===== config.mk =====
export PLATFORM = sky130hd
export DESIGN_NAME = register_file
export DESIGN_NICKNAME = d
export VERILOG_FILES = /design/src/rtl/register_file.sv
export SDC_FILE = /design/constraint.sdc
export NUM_CORES = 2
export LEC_CHECK = 0
export ABC_AREA = 0
export ABC_CLOCK_PERIOD_IN_PS = 113000
export CORE_MARGIN = 4
export CORE_UTILIZATION = 50
export CTS_CLUSTER_DIAMETER = 200
export DETAILED_ROUTE_END_ITERATION = 16
export DONT_BUFFER_PORTS = 1
export PLACE_DENSITY_LB_ADDON = 0.15
export SLEW_MARGIN = 20
export SYNTH_ARGS = -nofsm -noshare
export SYNTH_HDL_FRONTEND = slang
export SYNTH_SLANG_ARGS = --single-unit

===== constraint.sdc =====
create_clock -name clk -period 113 [get_ports clk]
set_clock_uncertainty 0.05 [all_clocks]
set_input_delay 22.6 -clock clk [delete_from_list [all_inputs] [get_ports clk]]
set_output_delay 22.6 -clock clk [all_outputs]
set_load 0.01 [all_outputs]

===== src/rtl/register_file.sv =====
// register_file: 32 x 32 general-purpose register file for the MIPS datapath.
// Two combinational read ports (A/B) and one synchronous write port.
// Register 0 is hardwired to zero; reset clears every register at once.
// Optional build macro: REGFILE_BYPASS_EN enables same-cycle write-to-read
// forwarding from dataIn onto A/B. Without it a same-cycle read of the
// write target returns the old value until the committing clock edge.
module register_file #(
  parameter int DATA_W = 32,
  parameter int ADDR_W = 5
) (
  input  logic              clk,
  input  logic              rst,
  input  logic [DATA_W-1:0] dataIn,
  input  logic              we,
  input  logic [ADDR_W-1:0] rs,
  input  logic [ADDR_W-1:0] rt,
  input  logic [ADDR_W-1:0] rd,
  output logic [DATA_W-1:0] A,
  output logic [DATA_W-1:0] B
);

  localparam int NUM_REGS = 2 ** ADDR_W;

  logic [DATA_W-1:0] regs [NUM_REGS];
  logic              writeValid;
  logic [DATA_W-1:0] storedA;
  logic [DATA_W-1:0] storedB;

  assign writeValid = we && (rd != '0);

  // Register storage: asynchronous clear, then write-back of dataIn into rd.
  always_ff @(posedge clk or posedge rst) begin
    if (rst) begin
      for (int i = 0; i < NUM_REGS; i++) begin
        regs[i] <= '0;
      end
    end else if (writeValid) begin
      regs[rd] <= dataIn;
    end
  end

  // Raw array reads; register 0 is forced to zero here, not just by storage.
  always_comb begin
    storedA = '0;
    storedB = '0;
    if (rs != '0) storedA = regs[rs];
    if (rt != '0) storedB = regs[rt];
  end

`ifdef REGFILE_BYPASS_EN
  // Output muxes with forwarding: reset first, then a pending write wins.
  always_comb begin
    A = storedA;
    B = storedB;
    if (rst) begin
      A = '0;
      B = '0;
    end else begin
      if (writeValid && (rs == rd)) A = dataIn;
      if (writeValid && (rt == rd)) B = dataIn;
    end
  end
`else
  // Output muxes without forwarding: reset forces zero, otherwise storage.
  always_comb begin
    A = storedA;
    B = storedB;
    if (rst) begin
      A = '0;
      B = '0;
    end
  end
`endif

endmodule


=== Yosys cells after proc, flatten, opt, wreduce, memory -nomap -nowiden ===
Cells that the tools add are included.

* $add $sub $neg: 0
* Mux-type cells: 13
* Shift-type cells: 0
* $lt $le $gt $ge: 4
* Reduce and logical (&&, ||, !) cells: 5
* Equality and inequality tests: 0
* Multipliers: 0
* Bitwise operators: 3
* Divide/modulo/power cells: 0

{| class="wikitable"
|+ Operators with widths
! cell !! count
|-
| bitwise mux 1024 bit || 1
|-
| binary-select mux 32 bit (select 5 bit) || 2
|-
| 2-to-1 mux 32 bit || 9
|-
| demux 32 bit (select 5 bit) || 1
|-
| greater-or-equal comparator 6 bit (second input constant) || 3
|-
| NOT 5 -> 6 bit || 3
|-
| nonzero test 5 bit || 3
|-
| less-than comparator 6 x 1 -> 1 bit (second input constant) || 1
|-
| logical AND 1 bit || 2
|}

* RAM bits: 0
* Memories kept: 0
* Input port bits: 50
* Logic and storage cells: 57
* Flip-flop bits (word level): 1,024
* Output and inout bits: 64
* Latch bits: 0
* ROM bits: 0

=== Logic depth before layout (Yosys ltp) ===
* Word-level depth: 6
* Mapped depth: 7
* Gate-level depth less buffers: 4

=== Worst setup path before layout ===
Ideal clock, no wire load.

* Path type: input -> output
* From: input port rt[0]
* To: output port B[10]
* Arrival: 23.909 ns
* Buffers on the path: 2
* Slack: 66.441 ns
* Stages: 5
* Required time: 90.350 ns
* Path through: buf_2 buf_2 mux4_2 a22oi_1 nand4_1

* Word-level cells in the longest chain between the ends: 6
* Elaborated cells on any way between the ends: 7
* Classes of those cells: mux (5); bitwise (1); reduce/logical (1)

{| class="wikitable"
|+ Ends and longest elaborated chain
! what !! RTL line !! text
|-
| from (decl) || 16 || <nowiki>input logic [ADDR_W-1:0] rt,</nowiki>
|-
| NOT 5 -> 6 bit (not written as such) || 47 || <nowiki>if (rt != '0) storedB = regs[rt];</nowiki>
|-
| binary-select mux 32 bit (select 5 bit) || 47 ||
|-
| 2-to-1 mux 32 bit (not written as such) (2 in a row) || 47 ||
|-
| 2-to-1 mux 32 bit * || 47 ||
|-
| 2-to-1 mux 32 bit * || 68 || <nowiki>if (rst) begin</nowiki>
|-
| to (decl) || 19 || <nowiki>output logic [DATA_W-1:0] B</nowiki>
|}

Every way passes the cells marked *; elsewhere a longest branch is shown, timed or not. The select of a mux whose other input is x is not followed.

=== Worst setup path in the final report ===
* From: input port rt[4]
* To: output port B[29]

The elaborated chain is that of the path after synthesis.

==> key figures <==
Status
  – Status: finished, final reports clean

STA
  – Final Setup Violations: 0
  – Post-route setup slack: 65240 ps
  – RSZ-0062 raised after global routing: false
  – Hold WS: 329 ps
  – Final Critical Period: 47760 ps
  – Crit share post-route: 42.3%
  – Post-route setup TNS: 0 ps
  – Relative slew slack: 0.744%
  – Max Transition Viols Final: 0
  – Worst-Margin Slew: 1490 ps
  – Final Hold Violating Endpoints: 0
  – FMAX: 0.0209 GHz

Logic synthesis
  – Netlist cell types: 41
  – Number of synthesized flops with an enable pin: 0
  – Synth top area share: 46.9%
  – Syn avg cell area: 13.3 sq um
  – Synth area leader: dfrtp_1
  – FF+latch count, synth: 994
  – Register area share after synthesis: 46.9%
  – Synth warn: 0
  – Netlist Area Pre-Place: 0.0530 sq mm
  – Syn nets: 4021
  – Primary FF master, synth: dfrtp_1
  – Synth Instances: 3971
  – Synth top area cells: dfrtp_1 47%, mux2_2 21%, mux2i_1 11%, mux4_2 8.2%, a22oi_1 2.7%
  – Asr flop ratio synth: 100%

Setup path
  – CP max FO: 24
  – Worst reg2reg path depth: 1
  – CP Capture Type: output port
  – R2r setup slk: 112150 ps
  – Reg2reg start: regs[740]
  – Worst setup SP type: input port
  – Setup CP Type: in2out
  – Crit path DAT: 25110 ps
  – Crit Reg-Reg Endpoint: regs[740]
  – Critical Path RT: 90350 ps

Global route
  – Grt ovf: 0
  – Vias in the first global route: 35.7k
  – All-layer global routing usage: 30.7%
  – First-pass GRT wire length: 254000 microns
  – Initial antenna violation count: 1
  – Pin count of the biggest net entering global routing: 357

Detailed routing
  – DRC: 0
  – ANT nets after route: 0
  – Detailed Route WL: 174000 microns
  – DRT Pass-1 Iters: 6
  – DR vias/cell: 6.83
  – WL/cell: 33.4 microns
  – Via count: 35.7k
  – Drt first-iter violations: 3668

CTS
  – Clock Pin Slew Worst Setup and Hold Paths: 60 ps
  – Post-CTS setup buffer count: 0
  – CTS tree: done
  – CTS Hold Bufs: 0
  – Clock Sinks: 994
  – Post-CTS sizing: 0
  – Root Driver: clkbuf_16
  – CTS Buf Count: 112
  – Number of H-tree levels: 3
  – Clock Tree Buf Depth: 3
  – Clk Latency, worst-skew pair: 700 ps

Worst hold path
  – Tightest Hold Check Type: reg2reg
  – Hold Path Origin: regs[1023]
  – WHS Endpoint: regs[1023]
  – WHS Path Cells: 0

Placement
  – GP Congestion: 0.823
  – # port buffers: 0
  – Pre-CTS setup slack: 65330 ps
  – DP HPWL: 96700 microns

Power
  – Register share of total power: 45.5%
  – Sw Share: 26.2%
  – Worst vdd ir: 0.0000128 V
  – Power Internal: 0.773 mW
  – Comb pwr share: 16.7%
  – PD cells: 18.2 mW/mm^2
  – Clk pwr share: 37.8%
  – Switch Pwr: 0.275 mW
  – Pleak: 25.5 nW

Floorplan
  – Core area: 0.105 sq mm
  – Die H: 334 microns
  – Die span in x: 334 microns
  – Die area: 0.111 sq mm
  – Io pins: 114
  – Starting Density: 50.3%
  – Placement row count: 119

Final layout
  – Fillers: 8811
  – Largest register FFs: 994
  – Layout cells sized above 1: 39.0%
  – Register Area: 0.0249 sq mm
  – # diodes: 0
  – Final core occ: 54.8%
  – Top flop regs: regs: 994 flops
  – Area occupied by multi-input gates: 0.0264 sq mm
  – Area Overhead vs Synth: 8.84%
  – Nets: 3789
  – Register with the most flip-flops: regs

Flow run
  – MaxCap Viol Count: 0
[placed cells by master (no fill, tap or decap), types with 3 or more instances in the layout]
cell,netlist,layout
a221oi_1,62,62
and2_2,0,3
or2_2,3,3
o21ai_0,63,63
dfrtp_1,994,994
mux2_2,974,974
clkbuf_1,208,18
nand3b_1,9,9
nand4_1,63,63
clkinv_2,0,19
a22oi_1,189,189
or3b_2,5,5
bufinv_16,0,16
o22ai_1,191,191
nand2_2,0,15
clkbuf_8,0,34
mux4_2,193,193
buf_4,28,76
nor2b_4,0,6
nand3_1,4,4
inv_1,4,3
nand2_1,142,127
nor3b_1,4,4
nor2_4,0,18
mux2i_1,574,574
mux2_1,18,18
clkbuf_16,0,114
a21oi_1,4,4
[through the flow]
step	area [sq um]	power [mW]	std cells
floorplan	53000	0.620	3971
global placement	53700	0.648	5016
detailed placement	53700	0.655	5016
CTS	57700	1.05	5222
global route	57700	1.09	5222
finish	57700	1.05	5222
[layer usage]
layer	GRT usage, %	vias up	wire [microns]
met1	43.5	19200	75400
met3	5.93	353	12500
met2	47.9	1372	79700
li1	-	14700	-
met4	10.3	0	6650
met5	0	-	0
[cells in the mapped netlist, types with 3 or more instances]
| cell | number |
|---|---|
| nor2_1 | 11 |
| dfrtp_1 | 994 |
| nand3b_1 | 9 |
| nor2b_1 | 6 |
| o21ai_0 | 63 |
| a22oi_1 | 189 |
| o22ai_1 | 191 |
| buf_2 | 180 |
| or2_2 | 3 |
| nand3_1 | 4 |
| nor3b_1 | 4 |
| buf_1 | 7 |
| nor2_2 | 8 |
| inv_1 | 4 |
| buf_4 | 28 |
| clkbuf_1 | 208 |
| and3_1 | 3 |
| mux2i_1 | 574 |
| mux2_2 | 974 |
| nand2_1 | 142 |
| or3b_2 | 5 |
| nor3_1 | 3 |
| a221oi_1 | 62 |
| or3_1 | 3 |
| nand4_1 | 63 |
| mux4_2 | 193 |
| mux2_1 | 18 |
| a21oi_1 | 4 |
[area by class of cell]
type | count | share of cell area, %
Clock buffer | 166 | 5.87
Clock inverter | 40 | 1.08
Inverter | 4 | 0.0390
Multi-Input combinational cell | 2549 | 45.8
Sequential cell | 994 | 43.1
Tap cell | 1391 | 3.02
Timing Repair Buffer | 78 | 1.06
[critical path, stage by stage]
cell	delay, ps
nor2b_4	390
buf_4	510
and3_2	510
buf_4	520
a22oi_1	170
nand4_1	400
[cell families (layout without fill, tap and decap cells)]
group                  count (synthesis)  in the layout  share of synthesized area, %
AND/OR/NAND/NOR                      274            274                          2.58
flip-flops                           994            994                          46.9
multiplexers                        1759           1759                          40.1
buffers and inverters                428            288                          3.66
AO/OA/AOI/OAI                        516            516                          6.70
[power groups by stage]
stage                     Sequential [mW]  Clock (mW)  Combinational (mW)
after detailed placement            0.481           0               0.175
after global routing                0.485       0.416               0.189
final                               0.476       0.396               0.176
after floorplan                     0.468           0               0.152
after global placement              0.477           0               0.172
after CTS                           0.474       0.401               0.175
[worst max path at each step]
| stage | startpoint | endpoint | slack [ps] | depth (start not counted) |
|---|---|---|---|---|
| final | rt[4] | B[29] | 65240 | 6 |
| after global routing | rt[4] | B[29] | 65220 | 6 |
| after CTS | rt[4] | B[29] | 65330 | 6 |
| after detailed placement | rt[4] | B[29] | 65330 | 6 |
| after global placement | rt[4] | B[29] | 65390 | 6 |
| after floorplan | rst | regs[0] | 62070 | 2 |
No activity file was read; power rests on OpenSTA's default activity.
